==> config.mk <==
export PLATFORM = sky130hd
export DESIGN_NAME = alu_cmd_sequencer
export DESIGN_NICKNAME = d
export VERILOG_FILES = /design/src/rtl/alu_cmd_sequencer.sv
export SDC_FILE = /design/constraint.sdc
export NUM_CORES = 1
export LEC_CHECK = 0
export ABC_AREA = 1
export BUFFER_PORTS_ARGS = -buffer_cell sky130_fd_sc_hd__buf_2
export CAP_MARGIN = 20
export CORE_MARGIN = 3
export CORE_UTILIZATION = 30
export DETAILED_ROUTE_END_ITERATION = 10
export PLACE_DENSITY_LB_ADDON = 0.1
export SLEW_MARGIN = 15
export SYNTH_ARGS = -nofsm -noshare
export SYNTH_HDL_FRONTEND = slang
export SYNTH_SLANG_ARGS = --single-unit
export TNS_END_PERCENT = 5
==> constraint.sdc <==
create_clock -name clock -period 4.3 [get_ports clock]
set_input_delay 1.29 -clock clock [delete_from_list [all_inputs] [get_ports clock]]
set_output_delay 1.29 -clock clock [all_outputs]
set_load 0.03 [all_outputs]
==> src/rtl/alu_cmd_sequencer.sv <==
// ----------------------------------------------------------------------------
// alu_cmd_sequencer
// Initiator side of the accumulator-ALU command interface. A small program
// memory holds (opcode, A operand, expected result) entries. On start the
// sequencer clears the ALU register, then for each step presents the operands
// for SETTLE cycles, strobes one load, and compares the registered ALU result
// against the entry's expected value. Mismatches are counted and the first
// failing step index is recorded.
//
// Ports
//   clock, reset     single clock, synchronous active-high reset
//   prog_we/addr/op/a/exp   program memory write port (IDLE only)
//   run_len, start   steps to execute (0..DEPTH) and one-cycle start pulse
//   busy, done       run in progress / one-cycle end-of-run pulse
//   err_count, first_err_idx, first_err_seen   result of the last run
//   alu_op, alu_a, alu_load, alu_keep          command outputs to the ALU
//   alu_result       registered ALU value, valid the cycle after a load
// ----------------------------------------------------------------------------
module alu_cmd_sequencer #(
    parameter int DEPTH  = 16,
    parameter int AW     = 4,
    parameter int SETTLE = 2
) (
    input  logic          clock,
    input  logic          reset,
    input  logic          prog_we,
    input  logic [AW-1:0] prog_addr,
    input  logic [2:0]    prog_op,
    input  logic [3:0]    prog_a,
    input  logic [7:0]    prog_exp,
    input  logic [AW:0]   run_len,
    input  logic          start,
    output logic          busy,
    output logic          done,
    output logic [AW:0]   err_count,
    output logic [AW-1:0] first_err_idx,
    output logic          first_err_seen,
    output logic [2:0]    alu_op,
    output logic [3:0]    alu_a,
    output logic          alu_load,
    output logic          alu_keep,
    input  logic [7:0]    alu_result
);

    localparam int SW = (SETTLE > 1) ? $clog2(SETTLE) : 1;
    localparam logic [SW-1:0] SETTLE_LAST = SW'(SETTLE - 1);

    typedef enum logic [2:0] {
        ST_IDLE  = 3'd0,
        ST_CLEAR = 3'd1,
        ST_SETUP = 3'd2,
        ST_LOAD  = 3'd3,
        ST_CHECK = 3'd4,
        ST_DONE  = 3'd5
    } state_t;

    // Program memory (not reset)
    logic [2:0] mem_op_r  [DEPTH];
    logic [3:0] mem_a_r   [DEPTH];
    logic [7:0] mem_exp_r [DEPTH];

    state_t        state_r, state_s;
    logic [AW-1:0] idx_r, idx_s;
    logic [SW-1:0] settle_r, settle_s;
    logic [AW:0]   len_r, len_s;

    logic [AW:0]   err_count_s;
    logic [AW-1:0] first_err_idx_s;
    logic          first_err_seen_s;
    logic          busy_s, done_s, alu_load_s, alu_keep_s;
    logic [2:0]    alu_op_s;
    logic [3:0]    alu_a_s;
    logic          mem_we_s;
    logic          mismatch_s;
    logic          last_step_s;

    // Writes are only accepted while idle; a write in the start cycle lands
    // before the first entry is read in SETUP.
    assign mem_we_s    = prog_we && (state_r == ST_IDLE) && !reset;
    assign mismatch_s  = (alu_result != mem_exp_r[idx_r]);
    assign last_step_s = ({1'b0, idx_r} == (len_r - (AW+1)'(1)));

    // Program memory write port
    always_ff @(posedge clock) begin
        if (mem_we_s) begin
            mem_op_r[prog_addr]  <= prog_op;
            mem_a_r[prog_addr]   <= prog_a;
            mem_exp_r[prog_addr] <= prog_exp;
        end
    end

    // Next-state, step bookkeeping and result accumulation
    always_comb begin
        state_s          = state_r;
        idx_s            = idx_r;
        settle_s         = settle_r;
        len_s            = len_r;
        err_count_s      = err_count;
        first_err_idx_s  = first_err_idx;
        first_err_seen_s = first_err_seen;
        case (state_r)
            ST_IDLE: begin
                if (start) begin
                    err_count_s      = '0;
                    first_err_idx_s  = '0;
                    first_err_seen_s = 1'b0;
                    idx_s            = '0;
                    if (run_len == '0) begin
                        state_s = ST_DONE;
                    end else begin
                        len_s   = run_len;
                        state_s = ST_CLEAR;
                    end
                end else begin
                    state_s = ST_IDLE;
                end
            end
            ST_CLEAR: begin
                idx_s    = '0;
                settle_s = '0;
                state_s  = ST_SETUP;
            end
            ST_SETUP: begin
                if (settle_r == SETTLE_LAST) begin
                    settle_s = '0;
                    state_s  = ST_LOAD;
                end else begin
                    settle_s = settle_r + SW'(1);
                end
            end
            ST_LOAD: begin
                state_s = ST_CHECK;
            end
            ST_CHECK: begin
                if (mismatch_s) begin
                    err_count_s = err_count + (AW+1)'(1);
                    if (!first_err_seen) begin
                        first_err_idx_s  = idx_r;
                        first_err_seen_s = 1'b1;
                    end else begin
                        first_err_idx_s  = first_err_idx;
                        first_err_seen_s = first_err_seen;
                    end
                end else begin
                    err_count_s = err_count;
                end
                if (last_step_s) begin
                    state_s = ST_DONE;
                end else begin
                    idx_s    = idx_r + AW'(1);
                    settle_s = '0;
                    state_s  = ST_SETUP;
                end
            end
            ST_DONE: begin
                state_s = ST_IDLE;
            end
            default: begin
                state_s = ST_IDLE;
            end
        endcase
    end

    // Output values for the coming cycle, derived from the next state so the
    // registered outputs line up with the state they belong to.
    always_comb begin
        busy_s     = (state_s != ST_IDLE);
        done_s     = (state_s == ST_DONE);
        alu_load_s = (state_s == ST_CLEAR) || (state_s == ST_LOAD);
        alu_keep_s = (state_s != ST_CLEAR);
        alu_op_s   = 3'b111;
        alu_a_s    = 4'd0;
        case (state_s)
            ST_SETUP: begin
                alu_op_s = mem_op_r[idx_s];
                alu_a_s  = mem_a_r[idx_s];
            end
            ST_LOAD, ST_CHECK: begin
                alu_op_s = alu_op;
                alu_a_s  = alu_a;
            end
            default: begin
                alu_op_s = 3'b111;
                alu_a_s  = 4'd0;
            end
        endcase
    end

    // State and registered outputs
    always_ff @(posedge clock) begin
        if (reset) begin
            state_r        <= ST_IDLE;
            idx_r          <= '0;
            settle_r       <= '0;
            len_r          <= '0;
            busy           <= 1'b0;
            done           <= 1'b0;
            err_count      <= '0;
            first_err_idx  <= '0;
            first_err_seen <= 1'b0;
            alu_op         <= 3'b111;
            alu_a          <= 4'd0;
            alu_load       <= 1'b0;
            alu_keep       <= 1'b1;
        end else begin
            state_r        <= state_s;
            idx_r          <= idx_s;
            settle_r       <= settle_s;
            len_r          <= len_s;
            busy           <= busy_s;
            done           <= done_s;
            err_count      <= err_count_s;
            first_err_idx  <= first_err_idx_s;
            first_err_seen <= first_err_seen_s;
            alu_op         <= alu_op_s;
            alu_a          <= alu_a_s;
            alu_load       <= alu_load_s;
            alu_keep       <= alu_keep_s;
        end
    end

endmodule

======== Yosys cells after proc, flatten, opt, wreduce, memory -nomap -nowiden ========
Memory sizes are Yosys's and may differ from the RTL's. A register that Yosys moved wholly into a read port is not among the register bits.
Index checks and enable logic that the tools add are counted.
storage, ports and cells
  input port bits ......................... 36
  bits in registers ....................... 34
  word-level logic and storage cells ...... 77
  memories ................................ 3
  RAM bits ................................ 240
  output and inout bits ................... 21
memory list
  memory     words  width  rd ports  clocked after memory_dff  write ports  line  source
  mem_exp_r  16     8      1         1                         1            60    logic [7:0] mem_exp_r [DEPTH];
  mem_a_r    16     4      1         0                         1            59    logic [3:0] mem_a_r [DEPTH];
  mem_op_r   16     3      1         0                         1            58    logic [2:0] mem_op_r [DEPTH];
cells by class
  bitwise gates (word level) .............. 1
  equality and inequality tests ........... 16
  add/subtract/negate cells ............... 4
  mux-type cells .......................... 26
  reduce and logical (&&, ||, !) cells .... 14
operator list
  kind                 count
  $mux 4               6
  $pmux 4 s2           2
  $pmux 3 s5           1
  $eq 3x2->1 const B   4
  $mux 3               4
  $pmux 4 s3           1
  $mux 5               2
  $pmux 5 s2           1
  $eq 3x3->1 const B   3
  $ne 2x2->1 const B   4
  $ne 8x8->1           1
  $eq 3x1->1 const B   2
  $mux 1               6
  $pmux 3 s2           1
  $reduce_and 3->1     2
  $reduce_bool 3->1    2
  $add 5x1->5 const B  1
  $eq 4x5->1           1
  $logic_not 5->1      1
  $sub 5x1->5 const B  1
  $add 4x1->4 const B  1
  $reduce_and 4->1     1
  $logic_not 3->1      1
  $ne 3x1->1 const B   1
  10 further kinds     11

======== Longest topological paths before layout ========
  depth after elaboration ................. 7
  gate-level depth with buffers ........... 21

======== Least setup slack after synthesis ========
No wires, ideal clock.
  path kind ............................... input to register
  start ................................... input reset
  end ..................................... memory mem_a_r[7][0], enable pin
  arrival ................................. 3,002 ps
  library setup time ...................... 406 ps
  stages on the path ...................... 6
  setup slack ............................. 892 ps
  path through ............................ clkbuf_1 -> inv_1 -> nand3_1 -> inv_1 -> nand2_1 -> nor3_1
between the ends
  longest elaborated chain between the ends .. 4
ends and longest elaborated chain
  what                          line  source
  from (decl)                   25    input logic reset,
  $logic_not 1->1               79    assign mem_we_s = prog_we && (state_r == ST_IDLE) && !reset;
  $logic_and 1x1->1             79
  $mux 1                        85    if (mem_we_s) begin
  $mux 1 (not written as such)  87    mem_a_r[prog_addr] <= prog_a;
  to (decl)                     59
No other way between the ends.

======== Worst setup path after layout ========
  start ................................... register idx_r[0]
  end ..................................... register alu_op[0]
between the ends
  longest elaborated chain between the ends .. 6
  elaborated cells between the ends (all ways) .. 13
ends and longest elaborated chain
  what                                                                 line  source
  from (decl)                                                          63    logic [AW-1:0] idx_r, idx_s;
  from (signal assigned)                                               207   idx_r <= idx_s;
  parallel branches: the longest is 6 deep, another holds $add 4x1->4  n/a
  to (signal assigned)                                                 215   alu_op <= alu_op_s;
  to (decl)                                                            38    output logic [2:0] alu_op,
Several ways; the timed one is not identified.
A chain may end at the register's enable or synchronous reset.

==> impl_metrics.py <==
metrics = {
    "yosys": {
        "ys_ff_latch": 274,
        "syn_area_um2": 11700,
        "synthCells": 1073,
        "syn_avg_cell_area_um2": 10.9,
        "syn-num-nets": 1112,
        "seq_area_frac_synth": 0.674,
        "ys_types": 38,
        "yosys_warnings": 0,
    },
    "finish": {
        "n_antenna_cell": 0,
        "drive_above_1_share": 0.153,
        "areaGrowthSynthToFinish_pct": 16.2,
        "n_fill_cell": 3842,
        "fin_util": 0.358,
        "nets": 1181,
    },
    "setup_path": {
        "r2r_slack_ps": 1150,
        "cp.required_ps": 4760,
        "max_stage_delay_ps": 640,
        "critPathMaxFanout": 60,
        "cp_cell_sequence": "inv_2, nand2_1, nand2_1, nor2_1, nand2_1, nor2_2, nand3_2, nand2_4, nand2_4, nand2_1, nand2_1, nand2_1, nand3_1, nand3_1, nand3_1, nand2_1, nand2_1",
        "crit_slowest_cell": "dfxtp_2",
        "start_kind": "flop",
        "cpMostUsedCell": "nand2_1",
        "worst_ep_arrival_time_ps": 3610,
        "cp-end-kind": "flop",
        "crit_type": "reg2reg",
    },
    "route": {
        "drt_wl_total_mm": 31.9,
        "first_pass_iters": 4,
        "antenna_left": 0,
        "vias": 7964,
        "viasPerCell": 4.75,
        "drc": 0,
        "drt-initial-drc-count": 514,
        "wl_per_cell_um": 19.0,
    },
    "floorplan": {
        "rows": 71,
        "start_util": 0.308,
        "fp.dieW_um": 203,
        "core-area_um2": 38000,
        "die_area_um2": 41400,
        "die-height_um": 203,
        "num_io_pins": 57,
    },
    "timing": {
        "drv_slew": 0,
        "fin_crit_sh": 0.732,
        "rsz0062_at_grt": "no",
        "fin_tns_setup_ps": 0,
        "period_needed_ps": 3150,
        "hold_ws_ps": 466,
        "hold_viol_final": 0,
        "setup_slack_ps": 1150,
        "max_freq_mhz": 318,
        "max_slew.worst_pin.slew_ps": 869,
        "fin_skew_ps": 9.50,
        "setup_viol": 0,
        "slew_headroom": 0.417,
    },
    "pwr": {
        "p_leak_nw": 5.04,
        "p_int_mw": 4.49,
        "power_frac_clock": 0.444,
        "power_frac_comb": 0.046,
        "peakVddDrop_v": 0.000284,
        "switching_power_mw": 1.26,
        "swShare": 0.219,
        "power_density_nw_per_um2": 423,
        "p_seq_frac": 0.510,
    },
    "cts": {
        "clkTransAtPathRegs_ps": 60,
        "cts_tree": "done",
        "cts_buffers": 31,
        "h-tree-depth": 1,
        "cts_sinks": 274,
        "hold_buffers": 0,
        "post_cts_resized": 0,
        "cts_buffer_depth": 3,
        "post-cts-setup-buffer-count": 0,
        "clock_latency_ps": 570,
        "cts_root_buf": "clkbuf_16",
    },
    "worst_hold_path": {
        "hp-class": "reg2reg",
    },
    "global_route": {
        "grt_pass1_vias": 7808,
        "antenna_found_initial": 0,
        "grt_start_max_net_pins": 61,
        "track_usage": 0.153,
        "gr-total-overflow": 0,
        "grt_pass1_wl_mm": 48.3,
    },
    "place": {
        "place_hpwl_mm": 19.2,
        "pre_cts_slack_ps": 768,
        "place.gp.congestion": 0.716,
        "portBuffers": 56,
    },
    "outcome": {
        "status": "finished clean",
    },
    "job": {
        "max-cap-violations": 0,
    },
}
[through the flow]
stage          total power [mW]  instance area, um^2  instances
2_1_floorplan              3.15                11700       1073
3_3_place_gp               3.26                12600       1620
3_5_place_dp               3.26                12600       1620
4_1_cts                    5.83                13600       1678
5_1_grt                    5.98                13600       1678
6_report                   5.76                13600       1678
[synthesized netlist by cell type]
cell type | number | area [um^2]
nor3_2 | 1 | 10.0
clkbuf_1 | 14 | 52.6
buf_6 | 6 | 67.6
a21boi_1 | 1 | 7.51
nor2_1 | 120 | 450
a31oi_1 | 2 | 12.5
xnor2_1 | 2 | 17.5
and2_1 | 1 | 6.26
buf_2 | 24 | 120
o22ai_1 | 12 | 75.1
o211ai_1 | 7 | 52.6
nand2_4 | 5 | 56.3
nand3b_4 | 1 | 20.0
or2_4 | 1 | 8.76
nand3_1 | 177 | 886
nor3_1 | 5 | 25.0
ha_1 | 3 | 37.5
o21ai_0 | 54 | 270
a21oi_1 | 26 | 130
buf_4 | 13 | 97.6
o211ai_2 | 3 | 37.5
nand3_2 | 3 | 30.0
nor2_2 | 2 | 12.5
inv_2 | 6 | 22.5
o21ai_1 | 14 | 70.1
a32o_1 | 1 | 10.0
dfxtp_1 | 34 | 681
nor2_4 | 2 | 22.5
nand3b_1 | 14 | 105
nand4_1 | 3 | 18.8
a31oi_2 | 1 | 12.5
edfxtp_1 | 240 | 7210
nand2_2 | 2 | 12.5
xor2_1 | 5 | 43.8
inv_1 | 51 | 191
or2_2 | 1 | 6.26
nand2_1 | 215 | 807
o31ai_1 | 1 | 7.51
[power groups by stage]
stage / combinational [mW] / sequential [mW] / clock [mW]
floorplan: 0.146 / 3.00 / 0
global placement: 0.272 / 2.99 / 0
detailed placement: 0.271 / 2.99 / 0
CTS: 0.272 / 2.93 / 2.62
global route: 0.302 / 2.93 / 2.74
finish: 0.267 / 2.93 / 2.56
[path summary, 6_finish.rpt]
| check | startpoint | end | cells after the start |
|---|---|---|---|
| hold / removal | alu_a[0]$_SDFFE_PP0N_ | alu_a[0]$_SDFFE_PP0N_ | 2 |
| setup / recovery | idx_r[0]$_SDFF_PP0_ | alu_op[0]$_SDFFE_PP1N_ | 17 |
| hold reg to reg | alu_a[0]$_SDFFE_PP0N_ | alu_a[0]$_SDFFE_PP0N_ | 2 |
| setup reg to reg | idx_r[0]$_SDFF_PP0_ | alu_op[0]$_SDFFE_PP1N_ | 17 |
[area by class of cell]
cell class,count,area (um^2),share of cell area
tap,511,639,0.0470
multi-input combinational,685,3310,0.244
clock inverter,17,159,0.0117
sequential,274,7890,0.580
timing repair buffer,93,571,0.0420
clock buffer,41,813,0.0598
inverter,57,214,0.0157
[kinds of logic after synthesis]
kind of cell,count (synthesis),share of synthesized area
flops,274,0.674
buf+inv,114,0.0472
compound gates,122,0.0586
simple gates,553,0.212
xor+xnor,7,0.00524
fa+ha+maj,3,0.00321
[worst max-delay path: cells and delay by family, from the launching register on]
kind | cells | cell delay, ps
DFF | 1 | 640
buffers and inverters | 1 | 290
and+or+nand+nor | 16 | 2060
[registers in the layout (all words and copies together) (netlist names), 4 cells and up]
name           flops
err_count          5
alu_a              4
mem_a_r           64
len_r              5
mem_op_r          48
first_err_idx      4
idx_r              4
mem_exp_r        128
[routing by layer]
layer  routed length, um  GRT usage  part of all wire
met3                1360     0.0198             0.043
met5                   0          0                 0
met2               14300      0.240              0.45
met1               15800      0.227              0.49
met4                 476     0.0347             0.015
[cell usage in the layout, fill, tap and decap left out, types with 2 or more instances in the layout]
cell type / count
inv_2: 6
a21oi_1: 26
nor2_2: 14
inv_1: 51
clkbuf_1: 10
o211ai_1: 7
o21ai_1: 14
buf_4: 36
nand3b_1: 14
clkinv_1: 7
nor2_1: 108
xnor2_1: 2
o21ai_0: 54
buf_2: 56
clkbuf_16: 31
nand2_1: 215
nand2_4: 5
clkinv_2: 5
o211ai_2: 3
nand3_2: 3
xor2_1: 5
nor2_4: 2
nand4_1: 3
dfxtp_1: 33
a31oi_1: 2
o22ai_1: 12
nand3_1: 177
ha_1: 3
nand2_2: 2
edfxtp_1: 240
nor3_2: 5
bufinv_16: 3
Power figures use the tool's default switching activity.
